**config.mk**
```make
export PLATFORM = sky130hd
export DESIGN_NAME = keypad_scanner
export DESIGN_NICKNAME = d
export VERILOG_FILES = /design/src/rtl/keypad_pkg.sv /design/src/rtl/keypad_debounce.sv /design/src/rtl/keypad_scanner.sv
export SDC_FILE = /design/constraint.sdc
export NUM_CORES = 1
export LEC_CHECK = 0
export ABC_CLOCK_PERIOD_IN_PS = 11300
export CORE_MARGIN = 5
export CORE_UTILIZATION = 30
export DETAILED_ROUTE_END_ITERATION = 6
export PLACE_DENSITY = 0.48
export SLEW_MARGIN = 10
export SYNTH_ARGS = -nofsm -noshare
export SYNTH_HDL_FRONTEND = slang
export SYNTH_SLANG_ARGS = --single-unit
```
**constraint.sdc**
```tcl
create_clock -name clk -period 11.3 [get_ports clk]
set_input_delay 2.26 -clock clk [delete_from_list [all_inputs] [get_ports clk]]
set_output_delay 2.26 -clock clk [all_outputs]
set_load 0.01 [all_outputs]
```
**src/rtl/keypad_pkg.sv**
```systemverilog
// Shared constants and helpers for the 4x4 keypad scanner and its debouncer.
package keypad_pkg;

  localparam int NCOLS = 4;
  localparam int NROWS = 4;
  localparam int NKEYS = 16;

  localparam logic [NCOLS-1:0] COL_RESET = 4'b1110;

  localparam logic [0:0] ST_SCAN = 1'b0;
  localparam logic [0:0] ST_EVAL = 1'b1;

  // True when exactly one key of the scanned pattern is down.
  function automatic logic is_onehot(input logic [NKEYS-1:0] v);
    int cnt;
    cnt = 0;
    for (int i = 0; i < NKEYS; i++) begin
      if (v[i]) cnt++;
    end
    return (cnt == 1);
  endfunction

endpackage

```
**src/rtl/keypad_debounce.sv**
```systemverilog
// Scan-level debouncer: accepts a pattern after DEBOUNCE_SCANS identical full scans
// when it differs from the last accepted pattern.
module keypad_debounce
  import keypad_pkg::*;
#(
  parameter int DEBOUNCE_SCANS = 4
) (
  input  logic             clk,
  input  logic             rst_n,
  input  logic             eval,
  input  logic [NKEYS-1:0] snapshot,
  output logic             accept,
  output logic [NKEYS-1:0] pattern
);

  localparam int CW = $clog2(DEBOUNCE_SCANS);
  localparam logic [CW-1:0] CNT_MAX = CW'(DEBOUNCE_SCANS - 1);

  logic [NKEYS-1:0] prev_scan;
  logic [NKEYS-1:0] accepted;
  logic [CW-1:0]    stable_cnt;
  logic [CW-1:0]    stable_nxt;

  always_comb begin
    stable_nxt = '0;
    if (snapshot == prev_scan) begin
      stable_nxt = (stable_cnt == CNT_MAX) ? CNT_MAX : stable_cnt + 1'b1;
    end
  end

  // Saturation plus the accepted-pattern compare makes each change fire only once.
  assign accept  = eval && (stable_nxt == CNT_MAX) && (snapshot != accepted);
  assign pattern = snapshot;

  always_ff @(posedge clk or negedge rst_n) begin
    if (!rst_n) begin
      prev_scan  <= '0;
      stable_cnt <= '0;
      accepted   <= '0;
    end else if (eval) begin
      prev_scan  <= snapshot;
      stable_cnt <= stable_nxt;
      if (accept) accepted <= snapshot;
    end
  end

endmodule

```
**src/rtl/keypad_scanner.sv**
```systemverilog
// 4x4 keypad column scanner with debounced one-hot key output.
// Define KEYPAD_SYNC_EN to add a 2-flop synchronizer on row_in.
module keypad_scanner
  import keypad_pkg::*;
#(
  parameter int SCAN_DIV       = 50000,
  parameter int DEBOUNCE_SCANS = 4
) (
  input  logic             clk,
  input  logic             rst_n,
  input  logic [NROWS-1:0] row_in,
  output logic [NCOLS-1:0] col_out,
  output logic [NKEYS-1:0] onehot,
  output logic             key_valid,
  output logic             key_pulse
);

  localparam int SW = $clog2(SCAN_DIV);
  localparam logic [SW-1:0] SLOT_LAST = SW'(SCAN_DIV - 1);

  logic [SW-1:0]    slot_cnt;
  logic [1:0]       col_idx;
  logic [0:0]       state;
  logic [NKEYS-1:0] snapshot;
  logic [NROWS-1:0] rows_s;
  logic             slot_end;
  logic             accept;
  logic [NKEYS-1:0] pattern;

`ifdef KEYPAD_SYNC_EN
  logic [NROWS-1:0] sync1;
  logic [NROWS-1:0] sync2;

  always_ff @(posedge clk or negedge rst_n) begin
    if (!rst_n) begin
      sync1 <= '1;
      sync2 <= '1;
    end else begin
      sync1 <= row_in;
      sync2 <= sync1;
    end
  end

  assign rows_s = sync2;
`else
  assign rows_s = row_in;
`endif

  assign slot_end = (slot_cnt == SLOT_LAST);

  // Sample and column advance share the last slot edge, so each column is held SCAN_DIV clocks.
  always_ff @(posedge clk or negedge rst_n) begin
    if (!rst_n) begin
      slot_cnt <= '0;
      col_idx  <= '0;
      col_out  <= COL_RESET;
      snapshot <= '0;
    end else begin
      slot_cnt <= slot_end ? '0 : slot_cnt + 1'b1;
      if (slot_end) begin
        col_idx <= col_idx + 1'b1;
        col_out <= {col_out[NCOLS-2:0], col_out[NCOLS-1]};
        for (int r = 0; r < NROWS; r++) begin
          snapshot[NCOLS*r + int'(col_idx)] <= ~rows_s[r];
        end
      end
    end
  end

  // EVAL overlaps the first clock of the next column-0 slot; scan timing is untouched.
  always_ff @(posedge clk or negedge rst_n) begin
    if (!rst_n) begin
      state <= ST_SCAN;
    end else begin
      case (state)
        ST_SCAN: if (slot_end && (col_idx == 2'd3)) state <= ST_EVAL;
        default: state <= ST_SCAN;
      endcase
    end
  end

  keypad_debounce #(
    .DEBOUNCE_SCANS(DEBOUNCE_SCANS)
  ) u_debounce (
    .clk      (clk),
    .rst_n    (rst_n),
    .eval     (state == ST_EVAL),
    .snapshot (snapshot),
    .accept   (accept),
    .pattern  (pattern)
  );

  // Release and multi-key patterns drop key_valid but keep the last good key visible.
  always_ff @(posedge clk or negedge rst_n) begin
    if (!rst_n) begin
      onehot    <= '0;
      key_valid <= 1'b0;
      key_pulse <= 1'b0;
    end else begin
      key_pulse <= 1'b0;
      if (accept) begin
        if (is_onehot(pattern)) begin
          onehot    <= pattern;
          key_valid <= 1'b1;
          key_pulse <= 1'b1;
        end else begin
          key_valid <= 1'b0;
        end
      end
    end
  end

endmodule

```
==> results by group, run 1 <==
Run status
  – Status: complete, no violations

Routing
  – Residual DRC: 0
  – Initial DRC Count: 170
  – First-pass DRT Iterations: 4
  – DR WL/cell: 15.1 um
  – Drt total wl: 13,300 um
  – Vias: 4,211
  – Routed vias/inst: 4.80
  – Antenna Nets Post-Route: 0

Timing
  – Tcrit/Tclk final: 92.0%
  – Final Setup Violations: 0
  – Min cycle time layout: 10,400 ps
  – RSZ-0062 raised after global routing: false
  – Worst Max-Slew Pin Slew: 816 ps
  – Max Clock Freq: 96.1 MHz
  – Final hold vios: 0
  – Clk_skew: 5.75 ps
  – Hold slack: 463 ps
  – Fin worst setup slack: 899 ps
  – Final TNS setup: 0 ps
  – Pins Over Slew Limit: 0
  – Slew HR: 44.2%

Critical path
  – CP startpoint: snapshot[0]
  – Required time of the worst setup path: 11,520 ps
  – CP Capture Type: flop
  – Crit-path max FO: 17
  – Worst reg2reg path startpoint: snapshot[0]
  – Crit start category: flop
  – Flop2flop setup slack: 900 ps
  – Worst Path Arrival: 10,630 ps
  – Critical Path Max Stage Delay: 470 ps
  – Slowest stage cell on the critical path: dfrtp_2
  – Worst setup path category: reg -> reg
  – Most used cell, CP: ha_1

Floorplan
  – # IOs: 28
  – Initial Util: 30.6%
  – Num rows: 50
  – DIE WIDTH: 149 um
  – DIE HEIGHT: 149 um
  – Die area: 22,100 um^2
  – Core area: 18,800 um^2

Finish
  – # fillers: 1,936
  – Layout net count: 639
  – Ant diodes: 0
  – Final Instance Area: 6610 um^2
  – Fraction of layout cells with a size suffix above 1: 12.0%
  – Layout Area Growth over Synthesis: 14.6%

Global routing
  – GRT overflow: 0
  – Initial antenna violation count: 0
  – Gr usage total: 12.3%
  – Vias in the first global route: 4,185
  – Largest net degree at the start of global routing: 48
  – First-pass GRT wire length: 21,700 um

Yosys
  – Syn nets: 625
  – Sequential area share after synthesis: 39.5%
  – Synthesized cell area: 5770 um^2
  – Largest cells by area after synthesis: dfrtp_1, xnor2_1, nand2_1, xor2_1, mux2_2
  – EDFF count, synth: 0
  – FFs w/ async S/R, synth: 100%
  – Seq cells post-synth: 91
  – Post-Syn Area per Cell: 9.63 um^2
  – Ys Warns: 0
  – Synth Flop Type: dfrtp_1
  – Yosys top cell area share: 38.2%
  – Synth Instances: 599
  – Synth top cells by count: nand2_1, dfrtp_1, nor2_1, xnor2_1, xor2_1
  – Most frequent cell after synthesis: nand2_1
  – Dominant cell type by area after synthesis: dfrtp_1
  – Cell variety after synth: 64

Power
  – Leak Pwr: 2.91 nW
  – Pwr Density: 98.1 nW/um^2
  – VDD IR max: 62.9 uV

Clock network
  – Max H-tree Level: 3
  – Hold buffer count at cts: 0
  – CTS root buf: clkbuf_16
  – CTS max path bufs: 2
  – Clk slew on worst S/H paths: 70 ps
  – TritonCTS clock tree: built
  – Num CTS Buffers: 9
  – Clock Sinks: 91
  – Clock Latency Late Sink: 340 ps

Hold path
  – Worst Hold Class: reg -> reg
  – Hold_sp: slot_cnt[0]

Placed design
  – Placer Congestion: 0.821
  – Port Buffer Count: 27
  – Post-Place Worst Slack: 528 ps
  – Post-place instance area: 6270 um^2
  – Post-DP HPWL: 9570 um

Job
  – Max-cap violations: 0
-- worst max-delay path, delay by kind of cell (launching register included) --
family / cells / cell delay [ps]
fa+ha+maj: 14 / 4300
compound gates: 14 / 2370
simple gates: 11 / 1210
mux: 3 / 730
xor+xnor: 3 / 570
buf+inv: 6 / 560
flops: 1 / 470
-- cell type report --
cell class	instances	area (um^2)	area share (%)
clock buffer	12	256	3.88
clock inverter	4	57.6	0.871
inverter	17	66.3	1.00
multi-input combinational	464	3320	50.2
sequential	91	2280	34.5
tap	260	325	4.92
timing repair buffer	30	303	4.58
-- flip-flops by register name, indices dropped and copies added, names as in the netlist --
| register | cells |
|---|---|
| onehot | 16 |
| slot_cnt | 16 |
| snapshot | 16 |
| u_debounce.accepted | 16 |
| u_debounce.prev_scan | 16 |
| col_out | 4 |
| col_idx | 2 |
| u_debounce.stable_cnt | 2 |
| key_pulse | 1 |
| key_valid | 1 |
| state | 1 |
-- final timing paths --
check,end,depth (start not counted)
max in group asynchronous,snapshot[0],2
min in group asynchronous,onehot[11],1
max reg2reg,onehot[7],51
min,slot_cnt[0],1
max,onehot[7],51
min reg2reg,slot_cnt[0],1
-- repair_timing --
| action | in CTS | in global routing |
|---|---|---|
| setup buffers | 0 | 1 |
| gates resized for setup | 0 | 2 |
| endpoints found under the setup margin | 0 | 17 |
-- routing by layer --
metal	global-route usage, %	share of wire (%)	vias to the layer above
li1	-	-	2107
met4	4.25	1.5	0
met1	16.3	48	2053
met3	1.68	2.1	15
met5	0	0	-
met2	20.5	48	36
-- per-stage QoR --
step                      util, %  total power [mW]  instances
after global placement       33.3             0.342        861
after detailed placement     33.3             0.342        861
after global routing         35.1             0.673        878
after floorplan                 -             0.332        599
final                        35.1             0.648        878
after CTS                    34.9             0.659        877
-- placed cells by master (no fill, tap or decap), types with 4 or more instances in the layout --
cell / n
o31ai_1: 5
mux2_4: 9
xor2_1: 38
a21oi_1: 23
nor4b_1: 4
clkbuf_16: 9
ha_1: 20
nor4_1: 11
nand2b_1: 10
dfrtp_1: 87
nor3_1: 7
nor2b_1: 7
and3_1: 5
or3_1: 4
nand4_1: 11
clkdlybuf4s50_1: 26
nand3_1: 16
inv_1: 16
o22ai_1: 4
and2_1: 5
xnor3_1: 4
xnor2_1: 44
o21ai_0: 24
mux2_2: 29
nand2_1: 90
nor2_1: 44
mux2i_1: 4
-- power breakdown --
group | internal (mW) | total, mW | switching (mW) | leakage [nW]
Combinational | 0.00172 | 0.00907 | 0.00734 | 1.60
Sequential | 0.326 | 0.326 | 0 | 1.16
Clock | 0.186 | 0.314 | 0.128 | 0.151
Total | 0.513 | 0.648 | 0.135 | 2.91
-- cell families after synthesis --
logic type	after synthesis	share of synthesized area [%]
AND/OR/NAND/NOR	228	19.1
flip-flops	91	39.5
XOR/XNOR	90	15.7
AO/OA/AOI/OAI	83	9.30
buffers and inverters	44	3.17
multiplexers	42	8.70
adder cells (fa/ha/maj)	21	4.51
Power figures use the tool's default switching activity.
==> inputs of run 2 (changes only) <==
- CORE_MARGIN: 5 -> 3
- CORE_UTILIZATION: 30 -> 52
- PLACE_DENSITY: 0.48 -> 0.73
==> results by group, run 2 (synthesized netlist as in run 1, its figures left out) <==
Routing
  – Drt total wl: 12,300 um
  – Residual DRC: 0
  – Vias: 4,285
  – Initial DRC Count: 326
  – First-pass DRT Iterations: 6
  – Routed vias/inst: 5.69
  – Antenna Nets Post-Route: 0
  – DR WL/cell: 16.4 um

Critical path
  – Worst setup path category: reg -> reg
  – Critical Path Max Stage Delay: 470 ps
  – Required time of the worst setup path: 11,540 ps
  – Worst reg2reg path startpoint: snapshot[0]
  – Worst r2r dst: onehot[7]
  – Worst Path Arrival: 10,520 ps
  – CP startpoint: snapshot[0]
  – CP Capture Type: flop
  – FF-to-FF path depth: 51
  – Flop2flop setup slack: 1030 ps
  – Most used cell, CP: ha_1
  – Slowest stage cell on the critical path: dfrtp_2
  – Crit-path max FO: 17
  – Crit start category: flop

Clock network
  – CTS root buf: clkbuf_8
  – TritonCTS clock tree: built
  – Clk slew on worst S/H paths: 90 ps
  – Clock Latency Late Sink: 360 ps
  – Max H-tree Level: 3
  – Clock Sinks: 91
  – Num CTS Buffers: 9
  – CTS max path bufs: 2

Timing
  – Pins Over Slew Limit: 0
  – Max Clock Freq: 97.4 MHz
  – Clk_skew: 9.56 ps
  – Final hold vios: 0
  – RSZ-0062 raised after global routing: false
  – Tcrit/Tclk final: 90.9%
  – Final TNS setup: 0 ps
  – Min cycle time layout: 10,270 ps
  – Slew HR: 20.9%
  – Worst Max-Slew Pin Slew: 1180 ps
  – Final Setup Violations: 0
  – Fin worst setup slack: 1030 ps

Global routing
  – First-pass GRT wire length: 20,900 um
  – Gr usage total: 20.4%
  – Largest net degree at the start of global routing: 92
  – GRT overflow: 0
  – Initial antenna violation count: 0
  – Vias in the first global route: 4,314

Hold path
  – Worst Hold Class: reg -> reg
  – Worst Hold Path Cells: 1
  – Hold_sp: slot_cnt[0]
  – Hold EP: slot_cnt[0]

Placed design
  – Post-DP HPWL: 8700 um
  – Placed instance count: 735
  – Placer Congestion: 0.853
  – Post-Place Worst Slack: 693 ps
  – Port Buffer Count: 27

Power
  – Pwr Density: 88.2 nW/um^2
  – Leak Pwr: 2.83 nW
  – Total power: 0.558 mW
  – VDD IR max: 106 uV

Finish
  – Fraction of layout cells with a size suffix above 1: 12.2%
  – Layout Area Growth over Synthesis: 9.74%
  – Commonest non-fill, non-tap cell in the layout: nand2_1
  – Final cell count without fillers: 753
  – # fillers: 894
  – Layout net count: 638
  – Most frequent cells in the layout: nand2_1, dfrtp_1, nor2_1, xnor2_1, xor2_1
  – Ant diodes: 0

Floorplan
  – # IOs: 28
  – Die area: 12,400 um^2
  – Initial Util: 54.7%
  – Num rows: 37
  – DIE WIDTH: 111 um
  – DIE HEIGHT: 111 um
  – Core area: 10,600 um^2

Run status
  – Status: complete, no violations

Job
  – Max-cap violations: 0
[run 2: area by class of cell]
| cell class | instances | area, um^2 | share of cell area, % |
|---|---|---|---|
| Multi-Input combinational cell | 464 | 3310 | 52.4 |
| Inverter | 17 | 66.3 | 1.05 |
| Sequential cell | 91 | 2280 | 36.1 |
| Clock buffer | 10 | 138 | 2.17 |
| Timing Repair Buffer | 29 | 295 | 4.66 |
| Clock inverter | 6 | 63.8 | 1.01 |
| Tap cell | 136 | 170 | 2.69 |
[run 2: layer usage]
metal | routed length, um | part of all wire [%] | GRT usage, %
met4 | 167 | 1.4 | 5.68
met2 | 5920 | 48 | 33.4
met3 | 355 | 2.9 | 2.50
met1 | 5880 | 48 | 29.0
met5 | 0 | 0 | 0
[run 2: worst max path at each step]
stage | endpoint | slack, ps
CTS | onehot[7] | 600
finish | onehot[7] | 1030
global placement | onehot[7] | 1200
global route | onehot[10] | 30
floorplan | onehot[10] | 2030
detailed placement | onehot[6] | 690
[run 2: report_power, final]
part / switching (mW) / internal, mW
clock network: 0.116 / 0.108
registers: 0 / 0.325
logic: 0.00709 / 0.00147
[run 2: per-stage QoR]
stage	hold slack (ps)	instance area (um^2)	utilization (%)
4_1_cts	485	6300	59.7
5_1_grt	497	6330	60.0
3_5_place_dp	467	6100	57.8
6_report	481	6330	60.0
3_3_place_gp	443	6100	57.8
2_1_floorplan	433	5770	-
[run 2: critical path, delay by kind of cell, from the launching register on]
kind | cells | cell delay [ps]
AO/OA/AOI/OAI | 14 | 2320
buffers and inverters | 6 | 570
AND/OR/NAND/NOR | 11 | 1220
multiplexers | 3 | 760
flip-flops | 1 | 470
XOR/XNOR | 3 | 550
adder cells (fa/ha/maj) | 14 | 4260
[run 2: what timing repair did]
action	4_1_cts	5_1_grt
buffers inserted	0	2
gates resized for setup	0	3
hold buffers	0	0
endpoints found under the setup margin	0	17
==> inputs of run 3 (changes only) <==
- CORE_UTILIZATION: 52 -> 35
- HOLD_SLACK_MARGIN: not set -> 0.05
- PLACE_DENSITY: 0.73 -> 0.54
==> results by group, run 3 (synthesized netlist as in run 1, its figures left out) <==
Routing
  – Drt total wl: 12,600 um
  – First-pass DRT Iterations: 6
  – DR WL/cell: 15.1 um
  – Routed vias/inst: 5.03
  – Antenna Nets Post-Route: 0
  – Residual DRC: 0
  – Vias: 4,181
  – Initial DRC Count: 244

Global routing
  – First-pass GRT wire length: 20,800 um
  – GRT overflow: 0
  – Vias in the first global route: 4,171
  – Largest net degree at the start of global routing: 83
  – Initial antenna violation count: 0
  – Gr usage total: 14.3%

Floorplan
  – Core area: 16,000 um^2
  – Die area: 18,100 um^2
  – DIE WIDTH: 134 um
  – Num rows: 46
  – # IOs: 28
  – DIE HEIGHT: 134 um
  – Initial Util: 36.1%

Critical path
  – Crit-path max FO: 17
  – Worst Path Arrival: 10,650 ps
  – Most used cell, CP: ha_1
  – Worst setup path category: reg -> reg
  – CP Capture Type: flop
  – Critical Path Max Stage Delay: 530 ps
  – Slowest stage cell on the critical path: dfrtp_1
  – Crit start category: flop
  – Required time of the worst setup path: 11,520 ps

Run status
  – Status: complete, no violations

Clock network
  – CTS max path bufs: 2
  – Clk slew on worst S/H paths: 60 ps
  – TritonCTS clock tree: built
  – Clock Latency Late Sink: 340 ps
  – CTS root buf: clkbuf_16
  – Num CTS Buffers: 9
  – Clock Sinks: 91
  – Max H-tree Level: 3
  – CTS resizes: 0

Power
  – VDD IR max: 69.7 uV
  – Pwr Density: 94.6 nW/um^2
  – Leak Pwr: 2.88 nW
  – Total power: 0.616 mW

Finish
  – Final Instance Area: 6510 um^2
  – Register Area: 2280 um^2
  – Layout net count: 638
  – Commonest non-fill, non-tap cell in the layout: nand2_1
  – Final cell count without fillers: 832
  – Fraction of layout cells with a size suffix above 1: 11.4%
  – Multi-input gate area: 3320 um^2
  – Ant diodes: 0
  – Most frequent cells in the layout: nand2_1, dfrtp_1, nor2_1, xnor2_1, xor2_1
  – Layout Area Growth over Synthesis: 12.8%
  – # fillers: 1,623
  – Fin util: 40.7%

Timing
  – Slew HR: 30.7%
  – Clk_skew: 3.81 ps
  – Final Setup Violations: 0
  – Final hold vios: 0
  – Fin worst setup slack: 869 ps
  – Hold slack: 461 ps
  – Max Clock Freq: 95.9 MHz
  – Tcrit/Tclk final: 92.3%
  – RSZ-0062 raised after global routing: false
  – Pins Over Slew Limit: 0
  – Min cycle time layout: 10,430 ps
  – Worst Max-Slew Pin Slew: 1040 ps
  – Final TNS setup: 0 ps

Placed design
  – Port Buffer Count: 27
  – Placed instance count: 816
  – Placer Congestion: 0.855
  – Post-place instance area: 6200 um^2
  – Post-Place Worst Slack: 635 ps
  – Post-DP HPWL: 9150 um

Job
  – Max-cap violations: 0

Hold path
  – Worst Hold Class: reg -> reg
-- run 3: cell types whose count changed in the layout (fill, tap and decap cells not counted) --
| cell | previous run | this run |
|---|---|---|
| clkbuf_16 | 0 | 9 |
| a21oi_2 | 2 | 1 |
| nor3_2 | 1 | 0 |
| clkbuf_1 | 0 | 1 |
| inv_6 | 1 | 0 |
| clkbuf_8 | 10 | 2 |
| dfrtp_2 | 2 | 0 |
| bufinv_16 | 1 | 0 |
| nor3_4 | 0 | 1 |
| a21oi_1 | 23 | 24 |
| clkinv_2 | 2 | 0 |
| clkinv_4 | 0 | 1 |
| dfrtp_1 | 86 | 88 |
-- run 3: cell type report --
type / count / share of cell area [%]
flip-flops and latches: 91 / 35.0
multi-input cells: 464 / 51.0
inverters: 17 / 1.02
clock buffers: 12 / 3.94
well taps: 216 / 4.15
clock inverters: 3 / 0.365
repair buffers: 29 / 4.54
-- run 3: worst max-delay path: cells and delay by family, from the launching register on --
family / cells / cell delay, ps
DFF: 1 / 530
xor gates and xnor gates: 3 / 540
and+or+nand+nor: 11 / 1240
AOI/OAI and AO/OA: 14 / 2350
muxes: 3 / 750
adders and majority gates: 14 / 4260
buffers and inverters: 6 / 630
-- run 3: path summary, 6_finish.rpt --
check / startpoint / endpoint / slack (ps) / cells after the start
min in group asynchronous: rst_n / onehot[12] / 1750 / 1
max: snapshot[0] / onehot[7] / 870 / 51
max in group asynchronous: rst_n / onehot[3] / 8310 / 2
min reg2reg: slot_cnt[0] / slot_cnt[0] / 460 / 1
min: slot_cnt[0] / slot_cnt[0] / 460 / 1
max reg2reg: snapshot[0] / onehot[7] / 870 / 51
-- run 3: per-layer routing --
layer	GRT usage (%)	vias up	wire length (um)
met4	3.62	0	142
met3	2.25	11	284
li1	-	2117	-
met2	24.2	48	6170
met1	19.1	2005	6000
met5	0	-	0
-- run 3: power by group --
part           internal, mW  total [mW]  switching (mW)  leakage [nW]
combinational       0.00173     0.00901         0.00728          1.59
clock                 0.160       0.281           0.120         0.131
sequential            0.326       0.326               0          1.16
-- run 3: what timing repair did --
item | in CTS | in global routing
setup buffers | 0 | 1
hold buffers | 0 | 0
setup endpoints to repair | 0 | 16
